--- config.mk ---
export PLATFORM = sky130hd
export DESIGN_NAME = ex_muldiv_flat
export DESIGN_NICKNAME = d
export VERILOG_FILES = /design/src/rtl/ex_muldiv_if.sv /design/src/rtl/ex_muldiv.sv /design/src/flat_wrapper.sv
export SDC_FILE = /design/constraint.sdc
export NUM_CORES = 2
export LEC_CHECK = 0
export ABC_CLOCK_PERIOD_IN_PS = 40000
export CORE_ASPECT_RATIO = 0.5
export CORE_MARGIN = 2
export CORE_UTILIZATION = 35
export CTS_CLUSTER_SIZE = 16
export DETAILED_ROUTE_END_ITERATION = 7
export GPL_ROUTABILITY_DRIVEN = 0
export PLACE_DENSITY = 0.49
export SLEW_MARGIN = 15
export SYNTH_ARGS = -nofsm -noshare
export SYNTH_HDL_FRONTEND = slang
export SYNTH_SLANG_ARGS = --single-unit
--- constraint.sdc ---
create_clock -name clk -period 40 [get_ports clk]
set_input_delay 6 -clock clk [delete_from_list [all_inputs] [get_ports clk]]
set_output_delay 6 -clock clk [all_outputs]
set_load 0.01 [all_outputs]
--- src/rtl/ex_muldiv_if.sv ---
// ex_muldiv_if: request/result bundle between the execute stage and the multi-cycle mul/div unit.
interface ex_muldiv_if #(parameter int XLEN = 32);
    logic            start_i;
    logic [2:0]      fun3_i;
    logic [XLEN-1:0] op1_i;
    logic [XLEN-1:0] op2_i;
    logic [4:0]      wd_i;
    logic            flush_i;
    logic            busy_o;
    logic            stall_req_o;
    logic            done_o;
    logic [XLEN-1:0] result_o;
    logic [4:0]      wd_o;
    logic            wreg_o;
    modport master (output start_i, fun3_i, op1_i, op2_i, wd_i, flush_i,
                    input busy_o, stall_req_o, done_o, result_o, wd_o, wreg_o);
    modport slave (input start_i, fun3_i, op1_i, op2_i, wd_i, flush_i,
                   output busy_o, stall_req_o, done_o, result_o, wd_o, wreg_o);
endinterface

--- src/rtl/ex_muldiv.sv ---
// ex_muldiv: RV32M/RV64M unit with iterative shift-add multiply and restoring divide.
// Works on magnitudes; sign is reapplied in FIX. Special cases skip straight to DONE.
module ex_muldiv #(
    parameter int XLEN     = 32,
    parameter int MUL_ITER = 1
) (
    input logic        clk,
    input logic        rst,
    ex_muldiv_if.slave bus
);
    localparam int CW = $clog2(XLEN + 1);
    typedef enum logic [1:0] {IDLE, CALC, FIX, DONE} state_t;
    state_t            state_q, state_d;
    logic [CW-1:0]     cnt_q, cnt_d;
    logic [2:0]        f3_q, f3_d;
    logic [4:0]        wd_q, wd_d;
    logic              neg_q, neg_d;
    logic [XLEN-1:0]   b_q, b_d, res_q, res_d;
    logic [2*XLEN-1:0] acc_q, acc_d;
    logic              is_div, sgn1, sgn2, div0, ovf, fast, accept;
    logic [XLEN-1:0]   abs1, abs2, spec_res, quo, rem;
    logic [2*XLEN-1:0] fprod, fprod_s, mprod;
    logic [XLEN:0]     msum, dtrial;
    assign is_div   = bus.fun3_i[2];
    assign sgn1     = bus.op1_i[XLEN-1] & (is_div ? ~bus.fun3_i[0] : bus.fun3_i[1] ^ bus.fun3_i[0]);
    assign sgn2     = bus.op2_i[XLEN-1] & (is_div ? ~bus.fun3_i[0] : bus.fun3_i[1:0] == 2'b01);
    assign abs1     = sgn1 ? -bus.op1_i : bus.op1_i;
    assign abs2     = sgn2 ? -bus.op2_i : bus.op2_i;
    assign div0     = is_div & ~|bus.op2_i;
    assign ovf      = is_div & ~bus.fun3_i[0] & (bus.op1_i == {1'b1, {(XLEN-1){1'b0}}}) & (&bus.op2_i);
    assign fast     = div0 | ovf | (~is_div & (MUL_ITER == 0));
    assign fprod    = {{XLEN{1'b0}}, abs1} * {{XLEN{1'b0}}, abs2};
    assign fprod_s  = (sgn1 ^ sgn2) ? -fprod : fprod;
    assign spec_res = div0 ? (bus.fun3_i[1] ? bus.op1_i : '1) :
                      ovf  ? (bus.fun3_i[1] ? '0 : bus.op1_i) :
                      (bus.fun3_i[1:0] == 2'b00 ? fprod_s[XLEN-1:0] : fprod_s[2*XLEN-1:XLEN]);
    assign accept   = (state_q == IDLE) & bus.start_i & ~bus.flush_i;
    // Multiply: acc = {partial, multiplier}; divide: acc = {remainder, dividend/quotient}.
    assign msum     = {1'b0, acc_q[2*XLEN-1:XLEN]} + (acc_q[0] ? {1'b0, b_q} : '0);
    assign dtrial   = acc_q[2*XLEN-1:XLEN-1] - {1'b0, b_q};
    assign mprod    = neg_q ? -acc_q : acc_q;
    assign quo      = neg_q ? -acc_q[XLEN-1:0] : acc_q[XLEN-1:0];
    assign rem      = neg_q ? -acc_q[2*XLEN-1:XLEN] : acc_q[2*XLEN-1:XLEN];
    always_ff @(posedge clk) begin
        if (rst) begin
            state_q <= IDLE;
            cnt_q   <= '0;
            f3_q    <= '0;
            wd_q    <= '0;
            neg_q   <= 1'b0;
            b_q     <= '0;
            res_q   <= '0;
            acc_q   <= '0;
        end else begin
            state_q <= state_d;
            cnt_q   <= cnt_d;
            f3_q    <= f3_d;
            wd_q    <= wd_d;
            neg_q   <= neg_d;
            b_q     <= b_d;
            res_q   <= res_d;
            acc_q   <= acc_d;
        end
    end
    always_comb begin
        state_d = bus.flush_i          ? IDLE :
                  (state_q == IDLE)    ? (accept ? (fast ? DONE : CALC) : IDLE) :
                  (state_q == CALC)    ? (cnt_q == CW'(1) ? FIX : CALC) :
                  (state_q == FIX)     ? DONE : IDLE;
    end
    always_comb begin
        cnt_d = cnt_q;
        f3_d  = f3_q;
        wd_d  = wd_q;
        neg_d = neg_q;
        b_d   = b_q;
        acc_d = acc_q;
        res_d = res_q;
        if (accept) begin
            f3_d  = bus.fun3_i;
            wd_d  = bus.wd_i;
            neg_d = (is_div & bus.fun3_i[1]) ? sgn1 : sgn1 ^ sgn2;
            cnt_d = CW'(XLEN);
            b_d   = is_div ? abs2 : abs1;
            acc_d = {{XLEN{1'b0}}, is_div ? abs1 : abs2};
            res_d = spec_res;
        end else if (state_q == CALC) begin
            cnt_d = cnt_q - 1'b1;
            acc_d = f3_q[2] ? (dtrial[XLEN] ? {acc_q[2*XLEN-2:0], 1'b0}
                                            : {dtrial[XLEN-1:0], acc_q[XLEN-2:0], 1'b1})
                            : {msum, acc_q[XLEN-1:1]};
        end else if (state_q == FIX) begin
            res_d = f3_q[2] ? (f3_q[1] ? rem : quo)
                            : (f3_q[1:0] == 2'b00 ? mprod[XLEN-1:0] : mprod[2*XLEN-1:XLEN]);
        end
    end
    always_comb begin
        bus.busy_o      = state_q != IDLE;
        bus.stall_req_o = ((state_q == IDLE) & bus.start_i & ~bus.flush_i & ~rst) | (state_q == CALC) | (state_q == FIX);
        bus.done_o      = state_q == DONE;
        bus.result_o    = bus.done_o ? res_q : '0;
        bus.wd_o        = bus.done_o ? wd_q : '0;
        bus.wreg_o      = bus.done_o & (|wd_q);
    end
endmodule

--- src/flat_wrapper.sv ---
// flat-port wrapper written by rule: the top's interface ports become plain ports
module ex_muldiv_flat 
#(
    parameter int XLEN     = 32,
    parameter int MUL_ITER = 1
)
  (clk, rst, bus_start_i, bus_fun3_i, bus_op1_i, bus_op2_i, bus_wd_i, bus_flush_i, bus_busy_o, bus_stall_req_o, bus_done_o, bus_result_o, bus_wd_o, bus_wreg_o);
  ex_muldiv_if #(.XLEN(XLEN)) bus_i ();
  input logic clk;
  input logic rst;
  input wire logic [$bits(bus_i.start_i)-1:0] bus_start_i;
  input wire logic [$bits(bus_i.fun3_i)-1:0] bus_fun3_i;
  input wire logic [$bits(bus_i.op1_i)-1:0] bus_op1_i;
  input wire logic [$bits(bus_i.op2_i)-1:0] bus_op2_i;
  input wire logic [$bits(bus_i.wd_i)-1:0] bus_wd_i;
  input wire logic [$bits(bus_i.flush_i)-1:0] bus_flush_i;
  output wire logic [$bits(bus_i.busy_o)-1:0] bus_busy_o;
  output wire logic [$bits(bus_i.stall_req_o)-1:0] bus_stall_req_o;
  output wire logic [$bits(bus_i.done_o)-1:0] bus_done_o;
  output wire logic [$bits(bus_i.result_o)-1:0] bus_result_o;
  output wire logic [$bits(bus_i.wd_o)-1:0] bus_wd_o;
  output wire logic [$bits(bus_i.wreg_o)-1:0] bus_wreg_o;
  assign bus_i.start_i = bus_start_i;
  assign bus_i.fun3_i = bus_fun3_i;
  assign bus_i.op1_i = bus_op1_i;
  assign bus_i.op2_i = bus_op2_i;
  assign bus_i.wd_i = bus_wd_i;
  assign bus_i.flush_i = bus_flush_i;
  assign bus_busy_o = bus_i.busy_o;
  assign bus_stall_req_o = bus_i.stall_req_o;
  assign bus_done_o = bus_i.done_o;
  assign bus_result_o = bus_i.result_o;
  assign bus_wd_o = bus_i.wd_o;
  assign bus_wreg_o = bus_i.wreg_o;
  ex_muldiv #(.XLEN(XLEN), .MUL_ITER(MUL_ITER)) u_core (.clk(clk), .rst(rst), .bus(bus_i));
endmodule
==> metrics.csv <==
stage,metric,value,unit
global_route,use_met2,0.451,
min_path,hold_class,flip-flop to flip-flop,
clock_network,clk_pin_slew_worst_paths,0.07,ns
clock_network,post-cts-setup-buffer-count,0,
drt,drc_errors,0,
finish,syn2layout_area_growth,8.96,%
finish,final_cell_mix,"inv_1, fa_1, nor2_1",
yosys,ys.warnings.count,0,
sta,fmax,52.9,MHz
drt,vias,46465,
yosys,ys.flop_type,dfxtp_1,
critical_path,cp_common_cell,fa_1,
clock_network,clockRootBuffer,clkbuf_16,
yosys,ys_ff_latch,145,
yosys,netlist_area,50100,um^2
sta,hold_viol_final,0,
sta,fin_crit,18.91,ns
critical_path,crit_required,40.38,ns
global_route,grt_most_used_layer,met2,
clock_network,cts_made_buffers,17,
clock_network,cts_tree,yes,
floorplanning,io_pins,117,
yosys,synth_edf_count,0,
critical_path,max_stage_delay,0.71,ns
sta,fin_tns_setup,0,ns
sta,final-setup-viol-count,0,
clock_network,cts_hold_buf,0,
global_route,gr-total-overflow,0,
clock_network,clock_latency,0.49,ns
job,max_cap_viol_count,0,
clock_network,clockBufferDepth,2,
drt,dr.pass1.iters,8,
critical_path,crit_arrival,19.30,ns
global_route,grt.met1_usage,0.406,
placement,hpwl,167000,um
yosys,ys_types,103,
clock_network,htree_levels,4,
global_route,antenna_found_initial,12,
clock_network,clock_sinks,145,
critical_path,cp_slowest_cell,o21ai_1,
floorplanning,start_util,0.352,
floorplanning,die_w,539,um
yosys,synthesis.nets,7685,
sta,fin_skew,0.0139,ns
drt,drt-wirelength-per-cell,26.9,um
sta,worst_pin_slew,1.33,ns
floorplanning,dieArea,146000,um^2
global_route,grt_pass1_vias,46842,
finish,fill_cells,14912,
critical_path,setup.worst_path.start_class,input pin,
yosys,syn_avg_cell_area,7.86,um^2
placement,io_buffer_count,116,
yosys,synth-seq-area-share,0.0580,
finish,final_common_cell,inv_1,
outcome,status,completed,
finish,drive_gt1_frac,0.0554,
global_route,grt_util_all_layers,0.299,
yosys,async_reset_ff_frac,0,
sta,slew_viol_final,0,
global_route,grt_pass1_wl,322000,um
drt,routed_via_density,5.68,
drt,wl,220000,um
yosys,syn_inst,6374,
sta,slew_headroom,0.113,
floorplanning,coreArea,142000,um^2
critical_path,cp_max_fo,26,
critical_path,crit_type,input pin to flip-flop,
finish,nets,7578,
global_route,grtUsageMet3,0.0761,
critical_path,endpoint_kind,flip-flop,
drt,drt_iter0_drc,4804,
sta,rsz0062_at_grt,false,
global_route,grt_max_degree,66,
floorplanning,die_h,272,um
floorplanning,num_rows,98,
sta,post-route-period-util,0.473,
clock_network,ctsResizeCount,0,
drt,ant_nets,0,
## per-stage QoR
stage	cells	utilization	worst slack [ns]	hold slack, ns	instance area (um^2)
finish	8183	0.383	21.09	0.453	54600
detailed placement	8148	0.379	20.87	0.449	54000
CTS	8180	0.383	21.32	0.458	54600
global route	8180	0.383	20.23	0.467	54600
global placement	8148	0.379	21.22	0.445	54000
floorplan	6374	-	23.03	0.427	50100
## Yosys cell counts, drive strengths merged, types with 78 or more instances
cell    instances  area, um^2
clkbuf        360        1350
a21oi         325        1630
nand2         812        3060
a211oi         78         596
o21ai         234        1170
fa            898       18000
xor2          148        1300
xnor2         187        1640
ha            337        4220
dfxtp         145        2900
o211ai         95         713
nor2          828        3110
inv           997        3740
## final cells by class
cell class	instances	area, um^2	share of cell area
multi-input cells	4833	42700	0.781
clock buffers	18	439	0.00805
clock inverters	14	129	0.00236
inverters	1000	3750	0.0688
well taps	1900	2380	0.0436
diodes	3	7.51	0.000138
repair buffers	270	2310	0.0424
flip-flops and latches	145	2910	0.0533
## state kept, by name (all words and copies together), names as in the netlist
name,cells
u_core.acc_q,64
u_core.b_q,32
u_core.cnt_q,6
u_core.f3_q,3
u_core.neg_q,1
u_core.res_q,32
u_core.state_q,2
u_core.wd_q,5
## critical path, delay by kind of cell
kind	cells	cell delay, ns
mux	1	0.30
xor+xnor	1	0.20
buf+inv	10	1.82
fa+ha+maj	9	4.64
compound gates	6	2.59
simple gates	13	3.70
## path summary, 6_finish.rpt
path	to	slack, ns	depth (start not counted)	startpoint
hold / removal	u_core.b_q[2]	0.45	2	u_core.b_q[2]
setup reg to reg	u_core.acc_q[39]	34.92	17	u_core.acc_q[31]
setup / recovery	u_core.res_q[31]	21.09	40	bus_op1_i[0]
hold reg to reg	u_core.b_q[2]	0.45	2	u_core.b_q[2]
## cell families after synthesis
logic type      count (synthesis)  synth area share
mux                            69            0.0142
buf+inv                      1396             0.105
simple gates                 2091             0.180
compound gates               1103             0.141
xor+xnor                      335            0.0586
fa+ha+maj                    1235             0.443
flops                         145            0.0580
## metal layers
metal  wire length [um]  part of all wire
met5                203           0.00092
met4              10900             0.049
met3              23800              0.11
met2              93500              0.43
met1              91500              0.42
Power is left out: the tool's default activity adds up to more than one toggle a clock period on the data nets, which glitch-free logic cannot reach.
